File: config.mk
export PLATFORM = sky130hd
export DESIGN_NAME = dpe_demultiplexer
export DESIGN_NICKNAME = d
export VERILOG_FILES = /design/src/rtl/dpe_demultiplexer.sv
export SDC_FILE = /design/constraint.sdc
export NUM_CORES = 1
export LEC_CHECK = 0
export CORE_AREA = 2 2 368 370
export CTS_BUF_LIST = sky130_fd_sc_hd__clkbuf_8
export DETAILED_ROUTE_END_ITERATION = 10
export DIE_AREA = 0 0 370 372
export REMOVE_ABC_BUFFERS = 1
export SETUP_SLACK_MARGIN = 0.02
export SYNTH_ARGS = -nofsm -noshare
export SYNTH_HDL_FRONTEND = slang
export SYNTH_SLANG_ARGS = --single-unit
File: constraint.sdc
create_clock -name clk -period 2.6 [get_ports clk]
set_input_delay 0.39 -clock clk [delete_from_list [all_inputs] [get_ports clk]]
set_output_delay 0.39 -clock clk [all_outputs]
set_load 0.02 [all_outputs]
File: src/rtl/dpe_demultiplexer.sv
`default_nettype none
// ============================================================================
//  Module      : dpe_demultiplexer
//  Description : AXI-stream 1-to-5 packet demultiplexer. The destination is
//                taken from tuser[2:0] of the first beat and held for the
//                whole packet. Destinations 5..7 are swallowed and counted.
//                Forwarded beats pass through a single shared output
//                register, so latency is one cycle.
//  Revision    : 1.0 - initial release
// ============================================================================
module dpe_demultiplexer #(
    parameter int TDATA_WIDTH = 128,
    parameter int TUSER_WIDTH = 5,
    // The output port list below is written out for exactly five streams.
    parameter int NUM_OUT     = 5
) (
    input  logic                     clk,
    input  logic                     rst,          // active-low, async assert
    input  logic                     pause,
    output logic                     is_idle,
    output logic [15:0]              drop_cnt,

    // Input stream
    input  logic [TDATA_WIDTH-1:0]   inp_tdata,
    input  logic [TDATA_WIDTH/8-1:0] inp_tkeep,
    input  logic [TUSER_WIDTH-1:0]   inp_tuser,
    input  logic                     inp_tlast,
    input  logic                     inp_tvalid,
    output logic                     inp_tready,

    // Output stream 0
    output logic [TDATA_WIDTH-1:0]   outp0_tdata,
    output logic [TDATA_WIDTH/8-1:0] outp0_tkeep,
    output logic [TUSER_WIDTH-1:0]   outp0_tuser,
    output logic                     outp0_tlast,
    output logic                     outp0_tvalid,
    input  logic                     outp0_tready,

    // Output stream 1
    output logic [TDATA_WIDTH-1:0]   outp1_tdata,
    output logic [TDATA_WIDTH/8-1:0] outp1_tkeep,
    output logic [TUSER_WIDTH-1:0]   outp1_tuser,
    output logic                     outp1_tlast,
    output logic                     outp1_tvalid,
    input  logic                     outp1_tready,

    // Output stream 2
    output logic [TDATA_WIDTH-1:0]   outp2_tdata,
    output logic [TDATA_WIDTH/8-1:0] outp2_tkeep,
    output logic [TUSER_WIDTH-1:0]   outp2_tuser,
    output logic                     outp2_tlast,
    output logic                     outp2_tvalid,
    input  logic                     outp2_tready,

    // Output stream 3
    output logic [TDATA_WIDTH-1:0]   outp3_tdata,
    output logic [TDATA_WIDTH/8-1:0] outp3_tkeep,
    output logic [TUSER_WIDTH-1:0]   outp3_tuser,
    output logic                     outp3_tlast,
    output logic                     outp3_tvalid,
    input  logic                     outp3_tready,

    // Output stream 4
    output logic [TDATA_WIDTH-1:0]   outp4_tdata,
    output logic [TDATA_WIDTH/8-1:0] outp4_tkeep,
    output logic [TUSER_WIDTH-1:0]   outp4_tuser,
    output logic                     outp4_tlast,
    output logic                     outp4_tvalid,
    input  logic                     outp4_tready
);

    // ------------------------------------------------------------------------
    // State encoding
    // ------------------------------------------------------------------------
    localparam logic [1:0] c_st_idle = 2'd0;   // waiting for a first beat
    localparam logic [1:0] c_st_fwd  = 2'd1;   // forwarding to latched dest
    localparam logic [1:0] c_st_drop = 2'd2;   // discarding the packet

    // ------------------------------------------------------------------------
    // Registers
    // ------------------------------------------------------------------------
    logic [1:0]               r_state;
    logic [2:0]               r_dest;          // destination of packet in flight
    logic                     r_started;       // low until first edge out of reset
    logic                     r_out_valid;
    logic [2:0]               r_out_dest;      // destination of the held beat
    logic [TDATA_WIDTH-1:0]   r_out_tdata;
    logic [TDATA_WIDTH/8-1:0] r_out_tkeep;
    logic [TUSER_WIDTH-1:0]   r_out_tuser;
    logic                     r_out_tlast;
    logic [15:0]              r_drop_cnt;

    // ------------------------------------------------------------------------
    // Combinational signals
    // ------------------------------------------------------------------------
    logic [2:0]         w_in_dest;
    logic               w_in_dest_ok;
    logic [NUM_OUT-1:0] w_out_tready;
    logic [NUM_OUT-1:0] w_out_tvalid;
    logic               w_sel_ready;
    logic               w_reg_free;
    logic               w_is_drop;
    logic               w_tready;
    logic               w_accept;
    logic               w_fwd_load;
    logic               w_first_drop;

    assign w_in_dest    = inp_tuser[2:0];
    assign w_in_dest_ok = (w_in_dest < 3'(NUM_OUT));

    assign w_out_tready = {outp4_tready, outp3_tready, outp2_tready,
                           outp1_tready, outp0_tready};

    // Ready of the output that currently owns the held beat
    always_comb begin
        w_sel_ready = 1'b0;
        for (int i = 0; i < NUM_OUT; i++) begin
            if (r_out_dest == 3'(i)) begin
                w_sel_ready = w_out_tready[i];
            end
        end
    end

    // The register can take a new beat when empty or draining this cycle.
    // Using the held beat's own destination keeps a new packet to another
    // output from overwriting a beat that is still stalled.
    assign w_reg_free = !r_out_valid || w_sel_ready;

    // Classify the current beat: first beats by their tuser, others by state
    always_comb begin
        w_is_drop = 1'b0;
        case (r_state)
            c_st_idle: w_is_drop = !w_in_dest_ok;
            c_st_drop: w_is_drop = 1'b1;
            default:   w_is_drop = 1'b0;
        endcase
    end

    // Input ready: pause only gates new packets; dropped beats always sink
    always_comb begin
        w_tready = 1'b0;
        if (r_started) begin
            case (r_state)
                c_st_idle: begin
                    if (!pause) begin
                        w_tready = w_in_dest_ok ? w_reg_free : 1'b1;
                    end
                end
                c_st_fwd:  w_tready = w_reg_free;
                c_st_drop: w_tready = 1'b1;
                default:   w_tready = 1'b0;
            endcase
        end
    end

    assign inp_tready   = w_tready;
    assign w_accept     = inp_tvalid && w_tready;
    assign w_fwd_load   = w_accept && !w_is_drop;
    assign w_first_drop = w_accept && (r_state == c_st_idle) && !w_in_dest_ok;

    // Release the input only on the first clock edge after reset deasserts
    always_ff @(posedge clk or negedge rst) begin
        if (!rst) begin
            r_started <= 1'b0;
        end else begin
            r_started <= 1'b1;
        end
    end

    // Packet FSM: latch the destination on the first beat, return on tlast
    always_ff @(posedge clk or negedge rst) begin
        if (!rst) begin
            r_state <= c_st_idle;
            r_dest  <= 3'd0;
        end else begin
            case (r_state)
                c_st_idle: begin
                    if (w_accept && !inp_tlast) begin
                        r_dest  <= w_in_dest;
                        r_state <= w_in_dest_ok ? c_st_fwd : c_st_drop;
                    end
                end
                c_st_fwd, c_st_drop: begin
                    if (w_accept && inp_tlast) begin
                        r_state <= c_st_idle;
                    end
                end
                default: r_state <= c_st_idle;
            endcase
        end
    end

    // Output register: load on a forwarded beat, empty when drained
    always_ff @(posedge clk or negedge rst) begin
        if (!rst) begin
            r_out_valid <= 1'b0;
            r_out_dest  <= 3'd0;
            r_out_tdata <= '0;
            r_out_tkeep <= '0;
            r_out_tuser <= '0;
            r_out_tlast <= 1'b0;
        end else if (w_fwd_load) begin
            r_out_valid <= 1'b1;
            r_out_dest  <= (r_state == c_st_idle) ? w_in_dest : r_dest;
            r_out_tdata <= inp_tdata;
            r_out_tkeep <= inp_tkeep;
            r_out_tuser <= inp_tuser;
            r_out_tlast <= inp_tlast;
        end else if (r_out_valid && w_sel_ready) begin
            r_out_valid <= 1'b0;
        end
    end

    // Saturating count of dropped packets, bumped on their first beat
    always_ff @(posedge clk or negedge rst) begin
        if (!rst) begin
            r_drop_cnt <= 16'd0;
        end else if (w_first_drop && (r_drop_cnt != 16'hFFFF)) begin
            r_drop_cnt <= r_drop_cnt + 16'd1;
        end
    end

    assign drop_cnt = r_drop_cnt;
    assign is_idle  = (r_state == c_st_idle) && !r_out_valid;

    // ------------------------------------------------------------------------
    // Per-output valid decode: only the held beat's destination is valid
    // ------------------------------------------------------------------------
    for (genvar i = 0; i < NUM_OUT; i++) begin : g_out_valid
        assign w_out_tvalid[i] = r_out_valid && (r_out_dest == 3'(i));
    end

    assign outp0_tvalid = w_out_tvalid[0];
    assign outp1_tvalid = w_out_tvalid[1];
    assign outp2_tvalid = w_out_tvalid[2];
    assign outp3_tvalid = w_out_tvalid[3];
    assign outp4_tvalid = w_out_tvalid[4];

    // Payload is shared; qualification is by tvalid alone
    assign outp0_tdata = r_out_tdata;
    assign outp0_tkeep = r_out_tkeep;
    assign outp0_tuser = r_out_tuser;
    assign outp0_tlast = r_out_tlast;

    assign outp1_tdata = r_out_tdata;
    assign outp1_tkeep = r_out_tkeep;
    assign outp1_tuser = r_out_tuser;
    assign outp1_tlast = r_out_tlast;

    assign outp2_tdata = r_out_tdata;
    assign outp2_tkeep = r_out_tkeep;
    assign outp2_tuser = r_out_tuser;
    assign outp2_tlast = r_out_tlast;

    assign outp3_tdata = r_out_tdata;
    assign outp3_tkeep = r_out_tkeep;
    assign outp3_tuser = r_out_tuser;
    assign outp3_tlast = r_out_tlast;

    assign outp4_tdata = r_out_tdata;
    assign outp4_tkeep = r_out_tkeep;
    assign outp4_tuser = r_out_tuser;
    assign outp4_tlast = r_out_tlast;

endmodule
`default_nettype wire

Word-level counts from Yosys, hierarchy flattened
Index checks and enable logic that the tools add are counted.

word-level totals
  register bits = 176
  word-level logic and storage cells = 63
  output and inout bits = 773
  input port bits = 159

cells by class
  magnitude comparators = 1
  mux-type cells = 17
  eq/ne operators = 9
  add/subtract/negate cells = 1
  reduce and logical (&&, ||, !) cells = 25

operators with widths
  operator                                                                number
  16-bit by 1-bit adder with 16-bit output (second input constant)        1
  16-bit != test (second input constant)                                  1
  1-bit logical AND                                                       14
  1-bit two-way mux                                                       10
  3-bit by 2-bit equality test with 1-bit output (second input constant)  2
  2-bit two-way mux                                                       3
  1-bit zero test                                                         4
  2-bit one-hot mux with 2 select lines                                   1
  2-bit AND reduction                                                     2
  3-bit by 1-bit equality test with 1-bit output (second input constant)  1
  3-bit equality test (second input constant)                             1
  3-bit zero test                                                         1
  3-bit less-than comparator (second input constant)                      1
  3-bit two-way mux                                                       1
  1-bit one-hot mux with 3 select lines                                   1
  2-bit by 1-bit equality test with 1-bit output (second input constant)  1
  2-bit equality test (second input constant)                             1
  2-bit zero test                                                         1
  2-bit by 1-bit != test with 1-bit output (second input constant)        1
  2-bit != test (second input constant)                                   1
  1-bit one-hot mux with 2 select lines                                   1
  2-bit nonzero test                                                      1
  2-bit OR reduction                                                      1
  1-bit logical OR                                                        1

Longest topological paths before layout
Gate-level depths: netlist of run 1.

  depth in word-level cells = 15
  gate-level depth with buffers = 10
  gate-level depth less buffers = 8

Worst setup path after synthesis of run 1
No wires, ideal clock.

  path type = register -> register
  start = register r_drop_cnt[0], in the netlist drop_cnt[0]
  end = register r_drop_cnt[1], in the netlist drop_cnt[1]
  setup slack = 0.321 ns
  arrival time = 2.154 ns
  required time = 2.475 ns
  period minus slack after synthesis = 2.279 ns
  stages on the path, launching flop included = 8
  cells stage by stage = dfrtp_1 > ha_1 > nand2_1 > or3_1 > o31a_1 > o21ai_2 > buf_2 > mux2_2

between the ends
  cells in the longest elaborated chain, start to end = 2

ends and longest elaborated chain
  element                                                                           RTL line  text
  from (decl)                                                                       91        logic [15:0] r_drop_cnt;
  from (signal assigned)                                                            219       r_drop_cnt <= r_drop_cnt + 16'd1;
  branches (longest 2 deep; another with 16-bit by 1-bit adder with 16-bit output)  -

Parallel ways; which one is timed is not known.
A chain may end at the register's enable or synchronous reset.

Worst setup path in the final report of run 1
  start = register r_out_dest[0]
  end = output port inp_tready

between the ends
  cells in the longest elaborated chain, start to end = 11

ends and longest elaborated chain
  element                                    RTL line  text
  from (decl)                                86        logic [2:0] r_out_dest;
  from (signal assigned)                     204       r_out_dest <= (r_state == c_st_idle) ? w_in_dest : r_dest;
  3-bit zero test                            118       if (r_out_dest == 3'(i)) begin
  1-bit two-way mux (4 in a row)             118
  1-bit two-way mux (*)                      118
  1-bit logical OR (*)                       127       assign w_reg_free = !r_out_valid || w_sel_ready;
  1-bit two-way mux                          146       w_tready = w_in_dest_ok ? w_reg_free : 1'b1;
  1-bit two-way mux                          145       if (!pause) begin
  1-bit one-hot mux with 3 select lines (*)  143       case (r_state)
  1-bit two-way mux (*)                      142       if (r_started) begin
  to (decl)                                  29        output logic inp_tready,

Every way passes the cells marked *; elsewhere a longest branch is shown, timed or not.

==> results of run 1 <==
## area by class of cell
cell class | instances | area, sq um
clock buffers | 19 | 262
clock inverters | 13 | 131
multi-input cells | 259 | 2640
flip-flops and latches | 176 | 4450
inverters | 8 | 30.0
repair buffers | 993 | 10100
fillers | 15131 | 114000
well taps | 1781 | 2230
diodes | 10 | 25.0
## report_power, final
| part | leakage (nW) | internal, mW | switching (mW) | total, mW |
|---|---|---|---|---|
| Sequential | 2.08 | 4.00 | 5.08 | 9.08 |
| Combinational | 5.13 | 11.6 | 11.7 | 23.2 |
| Clock | 0.203 | 0.764 | 1.29 | 2.06 |
## registers in the layout (all words and copies together) (netlist names)
| signal | cells |
|---|---|
| r_dest | 3 |
| outp0_tdata | 128 |
| r_state | 2 |
| outp0_tkeep | 16 |
| r_out_valid | 1 |
| drop_cnt | 16 |
| r_started | 1 |
| outp0_tuser | 5 |
| r_out_dest | 3 |
| outp0_tlast | 1 |
## cells in the final DEF, fill, tap and decap left out, drive strengths merged, types with 4 or more instances in the layout
| master | instances |
|---|---|
| dlygate4sd2 | 7 |
| mux2i | 5 |
| inv | 18 |
| buf | 63 |
| nor3 | 10 |
| dfrtp | 176 |
| xnor2 | 4 |
| nor2 | 13 |
| ha | 5 |
| diode | 10 |
| a21oi | 5 |
| clkdlybuf4s50 | 918 |
| clkbuf | 22 |
| nand3 | 6 |
| nand2 | 10 |
| o21ai | 7 |
| mux2 | 154 |
| xor2 | 11 |
## layer usage
metal  track usage  wire length, um
met1         0.131            31100
met2         0.161            33800
met3        0.0297             5940
met4        0.0259             1130
met5             0                0
## repair_timing
item	4_1_cts	5_1_grt
resized for setup	77	50
endpoints found under the setup margin	301	149
hold buffers	1	0
cloned	2	1
pin swaps	6	3
hold endpoints to repair	43	0
buffers inserted	14	3
## through the flow
step | cells | utilization
5_1_grt | 3250 | 0.148
3_5_place_dp | 3200 | 0.140
2_1_floorplan | 443 | -
6_report | 3259 | 0.148
3_3_place_gp | 3200 | 0.140
4_1_cts | 3246 | 0.146
## critical path, cell delays in order (launching register included)
cell and delay [ps]:
dfrtp_1 430, or4b_4 540, o311ai_4 120, o22ai_2 140
o21ai_2 140, and3b_2 220, buf_12 120
## cell families after synthesis
group,count (synthesis),share of synthesized area
AOI/OAI and AO/OA,18,0.0100
xor gates and xnor gates,15,0.0113
adders and majority gates,5,0.00540
buffers and inverters,628,0.409
DFF,176,0.380
muxes,159,0.154
other,1,0.000324
and+or+nand+nor,61,0.0294
## worst max-delay path by stage
stage	from	endpoint	slack [ps]	cells after the start
final	r_out_dest[0]	inp_tready	-90	6
after global routing	r_out_dest[0]	inp_tready	-230	6
after floorplan	r_state[0]	outp0_tdata[72]	-1930	7
after global placement	pause	outp0_tdata[82]	-390	8
after CTS	r_out_dest[0]	inp_tready	-200	7
after detailed placement	pause	outp0_tdata[82]	-360	8
==> results.md, run 1 <==
- Worst r2r src: r_state[1]
- Top post-synthesis cells by area: buf_4, dfrtp_1, mux2_1
- Synthesis-to-finish area growth: 71.4%
- Clk_lat worst skew: 590 ps
- First DRT Iteration DRCs: 397
- Power per Cell Area: 1730 mW/mm^2
- Ys flop type: dfrtp_1
- Worst slew margin: 0.593
- Pwr Total: 34.3 mW
- Port buffer count: 931
- R2R Setup Slk: 40 ps
- Fin area: 0.0198 sq mm
- Initial antenna violation count: 9
- CP startpoint kind: flip-flop
- Die X: about 370 um
- Hold Path Class: primary input to asynchronous set/reset pin
- Top-Level Pins: 932
- Most numerous cell in the Yosys netlist: buf_4
- Die H: 372 um
- Period utilization: 1.04
- Max-slew violations: 0
- Final setup viols: 1
- Share of the synthesized area in the top cell type: 0.389
- Synthesized area per cell: 10.9 sq um
- Max Cap Viol: 0
- Post-synth cell types: 42
- Commonest cells post-synth: buf_4, dfrtp_1, mux2_1
- Reg clk slew, reported paths: 120 ps
- Via Count: 8541
- Wire length of the first global-routing pass: 89300 um
- Root Driver: clkbuf_8
- Die area: roughly 0.14 sq mm
- Area after DPL: 0.0188 sq mm
- H-tree depth: 4
- Number of clock sinks: 176
- Fin. Hold Viols: 0
- Routed wire length: 72000 um
- Seq cells post-synth: 176
- Worst VDD drop: a little over 0.001 V
- Final HPWL from detailed placement: 61900 um
- Post-synth EDFFs: 0
- Num CTS Buffers: 17
- Setup TNS: -91.5 ps
- Grt total ovfl: 0
- Yosys warnings: 0
- Reg2Reg Depth: 10
- Crit end category: output port
- Status: finished, violations left
- Final Hold Slack: 293 ps
- GPL Wtd Cong: 0.722
- Core Area: 0.134 sq mm
- Async SR Flop Fraction: 1.00
- Slew of the pin with the lowest slew margin: 610 ps
- Pre-Repair DR Iteration Count: 4
- Vias per cell: about 2.6
- Critical path type: flip-flop to output port
- Synth Instances: 1063
- Worst EP required: between 2000 and 2500 ps
- Number of global-route vias before repair: 8500
- Arrival @ worst endpoint: 2300 ps
- GRT Total Usage: 0.100
- Max Freq: 372 MHz
- Final ANT Viol Nets: 0
- Clock tree from TritonCTS: built
- Mapped Area: about 0.012 sq mm
- DRC viols: 0
- Reg-to-Reg End: outp0_tdata[110]
- Failing checks: setup timing
- Nets@finish: 1619
- Clock skew: 16.3 ps
- Layout cell share with drive strength beyond 1: 0.135
- Minimum clock period: 2690 ps
- Drt wl/cell: 22.1 um
- Place WS: -356 ps
- Largest net degree at the start of global routing: 73
- Clock buffer depth: 2
- Yosys top cell by area: buf_4
- CP max FO: 3
- Setup ws final: -91.5 ps
- Unrepaired setup endpoints after global routing: true
- Std cell rows: 135
- Register area share after synthesis: 0.380
- Initial Utilization: 0.0862
- Leak Pwr: approximately 7.4 nW
Power figures use the tool's default switching activity.
==> run 2, diff against run 1 <==
Settings changed: SETUP_SLACK_MARGIN 0.02 to 0.1.
Clock period 2.6 ns to 2.72 ns, I/O delays scaled along.
==> run 2 against run 1 <==
Compared with the run above: the run still ends with setup timing left; sequential share of layout area decreased by 1.1 points; cell count increased by 0.77%; combinational power about the same; worst setup slack got worse by 12 ps; largest power group unchanged; utilization increased by 0.78 points; sequential cell count unchanged; global-route usage increased by 0.27 points; count of clock-buffer cells in the layout decreased by 2; die area unchanged; power decreased by 0.39%; critical endpoint unchanged; via count increased by 3.3%; hold slack improved by 91 ps.
==> results.md, run 2 (same netlist as run 1, synthesis figures left out) <==
- Status: finished, violations left
- Failing checks: setup timing
- Fin. Hold Viols: 0
- Crit end category: output port
- Layout cell share with drive strength beyond 1: 0.220
- Worst slew margin: 0.538
- Post-layout util: 0.156
- Sequential fraction of design power: 0.256
- Synthesis-to-finish area growth: 80.4%
- Internal Power: 16.7 mW
- GPL Wtd Cong: roughly 0.7
- Drt wl/cell: around 22 um
- Top layer in use: met5
- Met2 wire length: 35000 um
- Die H: 372 um
- Wire length of the first global-routing pass: roughly 92000 um
- Initial antenna violation count: 14
- Reg clk slew, reported paths: 140 ps
- CP startpoint kind: flip-flop
- Worst VDD drop: between 0.0009 and 0.001 V
- Power per Cell Area: between 1500 and 2000 mW/mm^2
- Root Driver: clkbuf_8
- Clock buffer depth: 2
- Max Freq: ~350 MHz
- Non-Filler Instances: 3284
- Number of clock sinks: 176
- Port buffer count: 931
- Top-Level Pins: just over 900
- Period utilization: 1.04
- Worst r2r src: r_state[0]
- Grt total ovfl: 0
- Post-Place Cells: 3191
- Pwr Total: around 34 mW
- Clk_lat worst skew: 630 ps
- Nets@finish: 1645
- Clock tree from TritonCTS: built
- DRC viols: 0
- Hold Path Class: primary input to flip-flop
- Met3 wire len: between 6000 and 7000 um
- CP max FO: 2
- Final ANT Viol Nets: 0
- Max-slew violations: 0
- Largest net degree at the start of global routing: 79
- Clock skew: 33.2 ps
- GRT Total Usage: 0.103
- Max Cap Viol: 0
- Logic gate share of total power: 0.685
- First DRT Iteration DRCs: 434
- Std cell rows: 135
- Die area: 0.138 sq mm
- Met1 Routed Length: 31300 um
- Initial Utilization: 0.0862
- Unrepaired setup endpoints after global routing: true
- Worst EP required: 2310 ps
- Commonest non-fill, non-tap cell in the layout: clkdlybuf4s50_1
- Final HPWL from detailed placement: between 60000 and 70000 um
- Via Count: just under 9000
- Pre-Repair DR Iteration Count: 4
- Num CTS Buffers: 17
- Critical path type: flip-flop to output port
- Reg-to-Reg End: outp0_tdata[104]
- Worst setup path start: r_out_dest[1]
- Vias per cell: 2.69
- Max reg flops: 128
- Switching share of total power: 0.511
- Die X: 370 um
- Leak Pwr: 7.97 nW
- Multi-input logic area: 0.00309 sq mm
- Sw power: 17.5 mW
- Minimum clock period: 2820 ps
- Final Hold Slack: 384 ps
- Slew of the pin with the lowest slew margin: 693 ps
- Final setup viols: 4
- Power share of the clock group: 0.059
- Reg2Reg Depth: 12
- Commonest cells after routing, fill and taps aside: clkdlybuf4s50_1, mux2_4, dfrtp_1, dfrtp_2, buf_4
- Register area: 0.00445 sq mm
- Fill count: 15017
- Routed wire length: 73800 um
- Arrival @ worst endpoint: about 2400 ps
- H-tree depth: 4
- R2R Setup Slk: -10 ps
- CP endpoint: inp_tready
- Setup ws final: -103 ps
- Number of global-route vias before repair: between 8000 and 9000
- Core Area: approximately 0.13 sq mm
## run 2: worst min-delay path by stage
stage,startpoint,endpoint,cells after the start
floorplan,rst,drop_cnt[0],0
global placement,r_dest[1],r_dest[1],1
detailed placement,rst,outp0_tdata[42],1
CTS,inp_tdata[97],outp0_tdata[97],2
global route,inp_tdata[97],outp0_tdata[97],2
finish,inp_tdata[31],outp0_tdata[31],2
## run 2: cell type report
cell class | count | area share
Antenna cell | 9 | 0.00108
Inverter | 8 | 0.00144
Multi-Input combinational cell | 259 | 0.148
Clock inverter | 15 | 0.00767
Sequential cell | 176 | 0.213
Tap cell | 1781 | 0.107
Timing Repair Buffer | 1019 | 0.511
Clock buffer | 17 | 0.0112
## run 2: per-layer routing
layer  global-route usage  vias to the layer above
met5                    0                        -
met4               0.0209                        2
met3               0.0316                       42
met2                0.169                      561
met1                0.133                     4513
li1                     -                     3705
## run 2: repair_timing
action                                  4_1_cts  5_1_grt
hold buffers                                  1        0
buffers inserted                             31        9
pin swaps                                     7        4
cloned                                       12        2
gates resized for setup                     230       62
endpoints found under the hold margin        74        0
endpoints found under the setup margin      271      154
## run 2: stage by stage
| step | instance area [sq um] | worst slack (ps) | TNS [ps] |
|---|---|---|---|
| finish | 20900 | -103 | -122 |
| global route | 20900 | -276 | -1110 |
| CTS | 20600 | -207 | -817 |
| detailed placement | 18800 | -239 | -27950 |
| global placement | 18800 | -309 | -37820 |
| floorplan | 6870 | -1810 | -266310 |
## run 2: critical path, stage by stage (launching register included)
cell and delay, ps:
dfrtp_1 400, or4b_4 560, o311ai_4 110, o22ai_2 150, buf_4 150, o21ai_2 100
and3b_2 220, buf_12 120
## run 2: power by group through the flow
| stage | clock network, mW | logic [mW] | registers [mW] |
|---|---|---|---|
| CTS | 2.18 | 23.2 | 8.99 |
| global placement | 0 | 21.5 | 8.90 |
| finish | 2.02 | 23.4 | 8.75 |
| detailed placement | 0 | 21.5 | 8.91 |
| floorplan | 0 | 1.51 | 12.8 |
| global route | 2.26 | 24.3 | 9.02 |
